## config.mk

```make
export PLATFORM = sky130hd
export DESIGN_NAME = ssd_debug_display
export DESIGN_NICKNAME = d
export VERILOG_FILES = /design/src/rtl/ssd_pkg.sv /design/src/rtl/hex_to_ssd.sv /design/src/rtl/ssd_debug_display.sv
export SDC_FILE = /design/constraint.sdc
export NUM_CORES = 1
export LEC_CHECK = 0
export ABC_AREA = 1
export BUFFER_PORTS_ARGS = -buffer_cell sky130_fd_sc_hd__buf_2
export CORE_UTILIZATION = 45
export CTS_CLUSTER_DIAMETER = 120
export CTS_CLUSTER_SIZE = 24
export DETAILED_ROUTE_END_ITERATION = 10
export PLACE_DENSITY = 0.75
export SYNTH_ARGS = -nofsm -noshare
export SYNTH_HDL_FRONTEND = slang
export SYNTH_SLANG_ARGS = --single-unit
```

## constraint.sdc

```tcl
create_clock -name clock -period 2.5 [get_ports clock]
set_clock_uncertainty 0.2 [all_clocks]
set_input_delay 0.125 -clock clock [delete_from_list [all_inputs] [get_ports clock]]
set_output_delay 0.125 -clock clock [all_outputs]
set_load 0.02 [all_outputs]
```

## src/rtl/ssd_pkg.sv

```systemverilog
// Shared constants for the seven-segment debug display: segment table,
// blank pattern, digit states and selector encodings.
package ssd_pkg;

    // Active-low segment patterns, bit order {g,f,e,d,c,b,a}
    localparam logic [6:0] SSD_HEX [0:15] = '{
        7'h40, 7'h79, 7'h24, 7'h30,
        7'h19, 7'h12, 7'h02, 7'h78,
        7'h00, 7'h10, 7'h08, 7'h03,
        7'h46, 7'h21, 7'h06, 7'h0E
    };

    localparam logic [6:0] SSD_BLANK = 7'h7F;

    typedef enum logic [1:0] {
        D0 = 2'd0,
        D1 = 2'd1,
        D2 = 2'd2,
        D3 = 2'd3
    } ssd_digit_t;

    localparam logic [1:0] SEL_PC_LO  = 2'b00;
    localparam logic [1:0] SEL_PC_HI  = 2'b01;
    localparam logic [1:0] SEL_REG_LO = 2'b10;
    localparam logic [1:0] SEL_REG_HI = 2'b11;

endpackage

```

## src/rtl/hex_to_ssd.sv

```systemverilog
// Combinational nibble to active-low seven-segment pattern.
module hex_to_ssd
    import ssd_pkg::*;
(
    input  logic [3:0] i_nib,
    output logic [6:0] o_seg
);

    assign o_seg = SSD_HEX[i_nib];

endmodule

```

## src/rtl/ssd_debug_display.sv

```systemverilog
// Four-digit hex scan driver for the CPU debug bus (PC / register value).
// Define SSD_LEADING_ZERO_BLANK_EN to blank leading zero digits.
module ssd_debug_display
    import ssd_pkg::*;
#(
    parameter int REFRESH_DIV = 100000
) (
    input  logic        clock,
    input  logic        reset,
    input  logic [31:0] pc_in,
    input  logic [31:0] reg_in,
    input  logic [1:0]  sel,
    input  logic        load,
    output logic [3:0]  an,
    output logic [6:0]  seg,
    output logic        dp
);

    localparam int CW = (REFRESH_DIV > 1) ? $clog2(REFRESH_DIV) : 1;
    localparam logic [CW-1:0] CNT_MAX = CW'(REFRESH_DIV - 1);

    logic [1:0]    r_sel_m;
    logic [1:0]    r_sel_s;
    logic [1:0]    r_sel_p;
    logic [15:0]   r_snap;
    logic [CW-1:0] r_cnt;
    ssd_digit_t    r_digit;
    logic [3:0]    r_an;
    logic [6:0]    r_seg;
    logic          r_dp;

    logic          w_chg;
    logic [15:0]   w_half;
    logic          w_wrap;
    ssd_digit_t    w_digit_nx;
    logic [3:0]    w_nib;
    logic [3:0]    w_an_on;
    logic [6:0]    w_seg;
    logic          w_blank;
    logic          w_dp_on;

    assign w_chg  = (r_sel_s != r_sel_p);
    assign w_wrap = (r_cnt == CNT_MAX);

    always_comb begin
        w_half = pc_in[15:0];
        unique case (r_sel_s)
            SEL_PC_LO:  w_half = pc_in[15:0];
            SEL_PC_HI:  w_half = pc_in[31:16];
            SEL_REG_LO: w_half = reg_in[15:0];
            SEL_REG_HI: w_half = reg_in[31:16];
        endcase
    end

    always_comb begin
        w_digit_nx = D0;
        w_nib      = r_snap[3:0];
        w_an_on    = 4'b1110;
        w_blank    = 1'b0;
        unique case (r_digit)
            D0: begin
                w_digit_nx = D1;
                w_nib      = r_snap[3:0];
                w_an_on    = 4'b1110;
            end
            D1: begin
                w_digit_nx = D2;
                w_nib      = r_snap[7:4];
                w_an_on    = 4'b1101;
`ifdef SSD_LEADING_ZERO_BLANK_EN
                w_blank    = (r_snap[15:4] == 12'h000);
`endif
            end
            D2: begin
                w_digit_nx = D3;
                w_nib      = r_snap[11:8];
                w_an_on    = 4'b1011;
`ifdef SSD_LEADING_ZERO_BLANK_EN
                w_blank    = (r_snap[15:8] == 8'h00);
`endif
            end
            D3: begin
                w_digit_nx = D0;
                w_nib      = r_snap[15:12];
                w_an_on    = 4'b0111;
`ifdef SSD_LEADING_ZERO_BLANK_EN
                w_blank    = (r_snap[15:12] == 4'h0);
`endif
            end
        endcase
    end

    // dp marks the upper half on D3 and keeps that anode on even if blanked
    assign w_dp_on = (r_digit == D3) && r_sel_s[0];

    hex_to_ssd u_hex (
        .i_nib (w_nib),
        .o_seg (w_seg)
    );

    always_ff @(posedge clock) begin
        if (!reset) begin
            r_sel_m <= 2'b00;
            r_sel_s <= 2'b00;
            r_sel_p <= 2'b00;
            r_snap  <= 16'h0000;
        end else begin
            r_sel_m <= sel;
            r_sel_s <= r_sel_m;
            r_sel_p <= r_sel_s;
            if (load || w_chg) begin
                r_snap <= w_half;
            end
        end
    end

    always_ff @(posedge clock) begin
        if (!reset) begin
            r_cnt   <= '0;
            r_digit <= D0;
        end else if (w_wrap) begin
            r_cnt   <= '0;
            r_digit <= w_digit_nx;
        end else begin
            r_cnt   <= r_cnt + 1'b1;
        end
    end

    always_ff @(posedge clock) begin
        if (!reset) begin
            r_an  <= 4'hF;
            r_seg <= SSD_BLANK;
            r_dp  <= 1'b1;
        end else begin
            r_an  <= (w_blank && !w_dp_on) ? 4'hF : w_an_on;
            r_seg <= w_blank ? SSD_BLANK : w_seg;
            r_dp  <= ~w_dp_on;
        end
    end

    assign an  = r_an;
    assign seg = r_seg;
    assign dp  = r_dp;

endmodule
```

==> results_dict.tcl, run 1 <==
set metrics [dict create \
    post-route-period-util_pct 96.1 \
    switching_power_mw 0.503 \
    power.density_cell_area_mw_per_mm2 460 \
    wire_length_of_the_first_global_routing_pass_mm 12.5 \
    fin_tns_setup_ns 0 \
    tritoncts "yes" \
    place.gp.congestion 0.920 \
    first_iter_violations 123 \
    share_comb_of_total_power_pct 20.2 \
    final.min_clock_period_ns 2.40 \
    layout.cell_area.non_filler_mm2 0.00384 \
    pin_count_of_the_biggest_net_entering_global_routing 19 \
    max_freq_ghz 0.416 \
    share_seq_of_total_power_pct 51.9 \
    slew-limit-headroom_pct 46.0 \
    worst-path-max-fanout 12 \
    area_delta_synth_final_pct 31.7 \
    detail_route.first_pass.iterations 4 \
    grt_remaining_overflow 0 \
    status "finished, final reports clean" \
    cts_num_sinks 53 \
    hpwlAfterDp_mm 5.06 \
    height_of_the_die_um 82.5 \
    ctsHtreeMaxLevel 2 \
    clk_pin_slew_worst_paths_ns 0.10 \
    cts_inserted_buffers 5 \
    floorplan.core_area_mm2 0.00610 \
    sw_frac_of_total_pct 28.5 \
    reg2reg_depth 6 \
    holdCritPathClass "in -> reg" \
    synth.avg_cell_area_um2 6.25 \
    timing_worst_setup_path_type "reg -> reg" \
    initial_standard_cell_utilization_of_the_core_pct 47.8 \
    crit_arrival_ns 2.46 \
    number_of_global_route_vias_before_repair 3182 \
    post_synth_num_cell_types 23 \
    via_per_instance_ratio 4.88 \
    yosysSeqAreaShare_pct 36.4 \
    postRouteAntennaNets 0 \
    numPlacedInstances 612 \
    grt_util_all_layers_pct 23.6 \
    maximum_buffer_depth_of_the_clock_tree 2 \
    insertion_delay_ns 0.31 \
    final_cells 657 \
    wirelength_mm 7.20 \
    startpoint_type "flop" \
    place.port_buffers 80 \
    maxCapViolations 0 \
    antenna_found_initial 0 \
    timing.critical_path.to_type "flop" \
    multiInputGateArea_mm2 0.00159 \
    total_leakage_power_nw 1.86 \
    num_rows 28 \
    worst_r2r_endpoint "r_snap[15]" \
    regToRegStartpoint "r_sel_s[1]" \
    antenna-diode-count 0 \
    synth_nets 546 \
    timing.hold.worst.start "pc_in[16]" \
    share_clk_of_total_power_pct 28.0 \
    post_route_cells_drive_above_1_share_pct 17.0 \
    finalHoldViolCount 0 \
    die_x_um 82.5 \
    route.vias.total 3209 \
    routed_wire_length_per_instance_um 11.0 \
    startpoint "r_sel_s[1]" \
    critical_path_required_ns 2.55 \
    min_delay_path_depth 5 \
    drc 0 \
    core_occupancy_in_the_finished_layout_pct 63.0 \
    post_synth_inst_count 466 \
    syn-cell-area_mm2 0.00291 \
    r2r_slack_ns 0.1 \
    hold_end "r_snap[0]" \
    tightest_pin_transition_ns 0.807 \
    clock-root-buffer "clkbuf_8" \
    synth_warnings 0 \
    io_pins 81 \
    dieArea_mm2 0.00680 \
    ff_latch_area_mm2 0.00106 \
    finalNetCount 661 \
    dpl-instance-area_mm2 0.00337 \
    power.internal_mw 1.26 \
    cts_setup_buffers 0 \
    ys_ff_latch 53 \
    power.ir.vdd_worst_uv 328 \
    layout.filler_cells 570 \
    grt_setup_unrepaired "no" \
    final.hold.worst_slack_ns 0.00488 \
    setup_viol 0 \
    slew_violations 0 \
]
[metal layers]
metal | vias to the layer above | GRT usage [%] | share of wire (%)
met5 | - | 0 | 0
met1 | 1441 | 25.4 | 44
met2 | 81 | 43.1 | 49
li1 | 1668 | - | -
met4 | 0 | 12.6 | 2.7
met3 | 19 | 4.84 | 4.0
[through the flow]
| stage | total power, mW | setup slack [ns] |
|---|---|---|
| 2_1_floorplan | 1.12 | 0.173 |
| 3_3_place_gp | 1.23 | 0.352 |
| 3_5_place_dp | 1.23 | 0.231 |
| 4_1_cts | 1.78 | 0.129 |
| 5_1_grt | 1.86 | 0.00618 |
| 6_report | 1.77 | 0.0981 |
[logic make-up (layout without fill, tap and decap cells)]
family | Yosys count | after routing | share of synthesized area [%]
fa+ha+maj | 11 | 11 | 4.72
compound gates | 31 | 31 | 5.45
flops | 53 | 53 | 36.4
buf+inv | 67 | 183 | 9.02
simple gates | 294 | 294 | 41.4
xor+xnor | 10 | 10 | 3.01
[cell usage after synthesis]
cell type / n / area share [%]
nor3_1: 2 / 0.34
and2_1: 1 / 0.21
a21oi_1: 19 / 3.3
xnor2_1: 1 / 0.30
dfxtp_1: 53 / 36
o21ai_0: 9 / 1.5
o21ai_1: 2 / 0.34
clkbuf_1: 5 / 0.64
ha_1: 11 / 4.7
nor2_4: 1 / 0.39
buf_4: 1 / 0.26
inv_2: 2 / 0.26
nand3_1: 42 / 7.2
nor2_2: 2 / 0.43
inv_1: 53 / 6.8
nor2_1: 71 / 9.1
buf_2: 6 / 1.0
and2_0: 1 / 0.21
xor2_1: 9 / 2.7
nand3b_1: 2 / 0.52
o21ai_2: 1 / 0.30
nand2_1: 163 / 21
nand4_1: 9 / 1.9
[how the worst max path moves through the flow]
stage / to / cells past startpoint
global placement: seg[0] / 12
floorplan: seg[0] / 12
CTS: r_snap[15] / 6
finish: r_snap[15] / 6
detailed placement: seg[0] / 12
global route: r_snap[15] / 6
[worst max-delay path: stages, from the launching register on]
cell and delay [ns]:
dfxtp_1 0.38, nor2_1 0.65, inv_1 0.24, nor2_1 0.14
nor2_1 0.05, dlygate4sd3_1 0.55, a21oi_1 0.13
[power by group through the flow]
| stage | Sequential [mW] | Clock [mW] | Combinational, mW |
|---|---|---|---|
| finish | 0.916 | 0.494 | 0.356 |
| global route | 0.923 | 0.537 | 0.404 |
| CTS | 0.916 | 0.507 | 0.353 |
| detailed placement | 0.935 | 0 | 0.296 |
| global placement | 0.935 | 0 | 0.290 |
| floorplan | 0.950 | 0 | 0.172 |
[layout make-up]
type                       instances  area share [%]
clock buffer                       5            1.79
clock inverter                     3           0.554
inverter                          55            5.38
multi-input combinational        346            41.5
sequential                        53            27.6
tap                               75            2.45
timing repair buffer             120            20.7
[registers in the layout (all words and copies together), names as in the netlist]
| name | flops |
|---|---|
| an | 4 |
| dp | 1 |
| r_cnt | 17 |
| r_digit | 2 |
| r_sel_m | 2 |
| r_sel_p | 2 |
| r_sel_s | 2 |
| r_snap | 16 |
| seg | 7 |
[repair_timing]
action	4_1_cts	5_1_grt
hold endpoints to repair	29	0
endpoints found under the setup margin	0	5
gates resized for setup	0	2
hold buffers	37	0
[cell usage in the layout, fill, tap and decap left out]
cell / n
o21ai_0: 9
and2_1: 1
o21ai_2: 1
buf_4: 3
nand3b_1: 2
nand3_1: 42
buf_2: 80
clkinvlp_4: 1
nand2_1: 163
inv_1: 52
ha_1: 10
clkbuf_8: 5
and2_0: 1
inv_6: 1
a21oi_1: 19
dlygate4sd3_1: 37
inv_2: 3
nand4_1: 9
nor2_1: 71
dfxtp_1: 53
nor3_1: 2
xor2_1: 9
nor2_2: 2
xnor2_1: 1
o21ai_1: 2
clkinv_2: 1
nor2_4: 1
ha_2: 1
Note: power is estimated with default switching activity, not from simulation.
==> inputs of run 2 (changes only) <==
- RECOVER_POWER: default -> 25
==> run 2 against run 1 <==
  * Maximum frequency is 0.27% higher
  * Sequential cell count unchanged
  * Design area down 0.39%
  * Sequential power barely moved
  * Clock power is essentially flat
  * Non-clock buffer count stayed put
  * Die area stayed put
  * Critical endpoint unchanged
  * Critical path type unchanged
  * Final cell count stayed put
  * Worst setup slack better by 0.0065 ns
  * Count of clock-buffer cells in the layout unchanged
  * Via count rose by 0.72%
  * Power barely moved
==> results_dict.tcl, run 2 (same netlist as run 1, synthesis figures left out) <==
set metrics [dict create \
    status "finished, final reports clean" \
    finalHoldViolCount 0 \
    maxCapViolations 0 \
    pin_count_of_the_biggest_net_entering_global_routing 19 \
    cts_inserted_buffers 5 \
    die_x_um 82.5 \
    grt_remaining_overflow 0 \
    drc 0 \
    route.vias.total 3232 \
    insertion_delay_ns 0.32 \
    final.min_clock_period_ns 2.40 \
    power.density_cell_area_mw_per_mm2 462 \
    layout_commonest_cell "nand2_1" \
    via_per_instance_ratio 4.92 \
    routed_wire_length_per_instance_um 11.0 \
    core_occupancy_in_the_finished_layout_pct 62.7 \
    finalNetCount 661 \
    antenna_found_initial 0 \
    cts_setup_buffers 0 \
    wire_length_of_the_first_global_routing_pass_mm 12.5 \
    ctsHtreeMaxLevel 2 \
    worst-path-max-fanout 12 \
    tritoncts "yes" \
    switching_power_mw 0.506 \
    share_comb_of_total_power_pct 19.9 \
    sw_frac_of_total_pct 28.7 \
    place.port_buffers 80 \
    biggest_register "r_cnt" \
    wirelength_mm 7.20 \
    slew-limit-headroom_pct 44.0 \
    startpoint_type "flop" \
    holdCritPathClass "in -> reg" \
    max_freq_ghz 0.417 \
    grt_setup_unrepaired "no" \
    grt_util_all_layers_pct 23.6 \
    crit_arrival_ns 2.45 \
    critical_path_required_ns 2.55 \
    total_leakage_power_nw 1.84 \
    number_of_global_route_vias_before_repair 3182 \
    share_clk_of_total_power_pct 28.1 \
    tightest_pin_transition_ns 0.840 \
    floorplan.core_area_mm2 0.00610 \
    io_pins 81 \
    area_delta_synth_final_pct 31.2 \
    antenna-diode-count 0 \
    final_critical_path_setup_slack_ns 0.105 \
    first_iter_violations 106 \
    largest_reg_flops 17 \
    fin_tns_setup_ns 0 \
    postRouteAntennaNets 0 \
    detailedPlace.worstSlack_ns 0.231 \
    share_seq_of_total_power_pct 51.9 \
    initial_standard_cell_utilization_of_the_core_pct 47.8 \
    cts_num_sinks 53 \
    power.ir.vdd_worst_uv 330 \
    slew_violations 0 \
    place.gp.congestion 0.920 \
    clock-root-buffer "clkbuf_8" \
    post_route_cells_drive_above_1_share_pct 14.9 \
    timing.critical_path.to_type "flop" \
    most_frequent_cells_in_the_layout "nand2_1 (163), nor2_1 (71), buf_2 (68)" \
    dieArea_mm2 0.00680 \
    detail_route.first_pass.iterations 5 \
    hpwlAfterDp_mm 5.06 \
    timing_worst_setup_path_type "reg -> reg" \
    post-route-period-util_pct 95.8 \
    height_of_the_die_um 82.5 \
    power.internal_mw 1.26 \
    num_rows 28 \
    setup_viol 0 \
    maximum_buffer_depth_of_the_clock_tree 2 \
    clk_pin_slew_worst_paths_ns 0.10 \
]
## run 2: worst paths after layout
| path | startpoint | to | slack (ns) | cells after the start |
|---|---|---|---|---|
| setup / recovery | r_sel_s[1] | r_snap[15] | 0.10 | 6 |
| hold / removal | pc_in[16] | r_snap[0] | 0.005 | 5 |
| setup reg to reg | r_sel_s[1] | r_snap[15] | 0.10 | 6 |
| hold reg to reg | r_sel_m[1] | r_sel_s[1] | 0.22 | 2 |
## run 2: final cells by class
cell class	instances	area, µm²
fillers	569	2270
flip-flops and latches	53	1060
inverters	55	206
clock inverters	3	21.3
repair buffers	120	778
clock buffers	5	68.8
well taps	75	93.8
multi-input cells	346	1590
## run 2: routing by layer
metal  routed length, µm  vias up  global-route usage [%]
met5                   0        -                       0
met2                3560       86                    43.1
met3                 326       19                    4.84
met1                3120     1460                    25.4
li1                    -     1667                       -
met4                 193        0                    12.6
## run 2: through the flow
| stage | cells | power, mW | cell area [µm²] | hold WS, ns |
|---|---|---|---|---|
| after detailed placement | 612 | 1.23 | 3370 | 0.116 |
| after floorplan | 466 | 1.12 | 2910 | 0.0226 |
| after CTS | 657 | 1.78 | 3830 | 0.000672 |
| after global placement | 612 | 1.23 | 3370 | 0.108 |
| final | 657 | 1.76 | 3820 | 0.00473 |
| after global routing | 657 | 1.86 | 3820 | 0.0241 |
## run 2: timing repair
item                                    4_1_cts  5_1_grt
gates resized for setup                       0        2
endpoints found under the setup margin        0        5
endpoints found under the hold margin        29        0
hold buffers                                 37        0
## run 2: worst max-delay path, cell delays in order, from the launching register on
cell and delay, ns:
dfxtp_1 0.38, nor2_1 0.65, inv_1 0.24, nor2_1 0.14, nor2_1 0.05, dlygate4sd3_1 0.55
a21oi_1 0.13
## run 2: power groups by stage
| stage | Combinational, mW | Clock, mW | Sequential, mW |
|---|---|---|---|
| after global routing | 0.399 | 0.537 | 0.924 |
| after floorplan | 0.172 | 0 | 0.950 |
| after global placement | 0.290 | 0 | 0.935 |
| after CTS | 0.353 | 0.507 | 0.916 |
| final | 0.352 | 0.496 | 0.916 |
| after detailed placement | 0.296 | 0 | 0.935 |
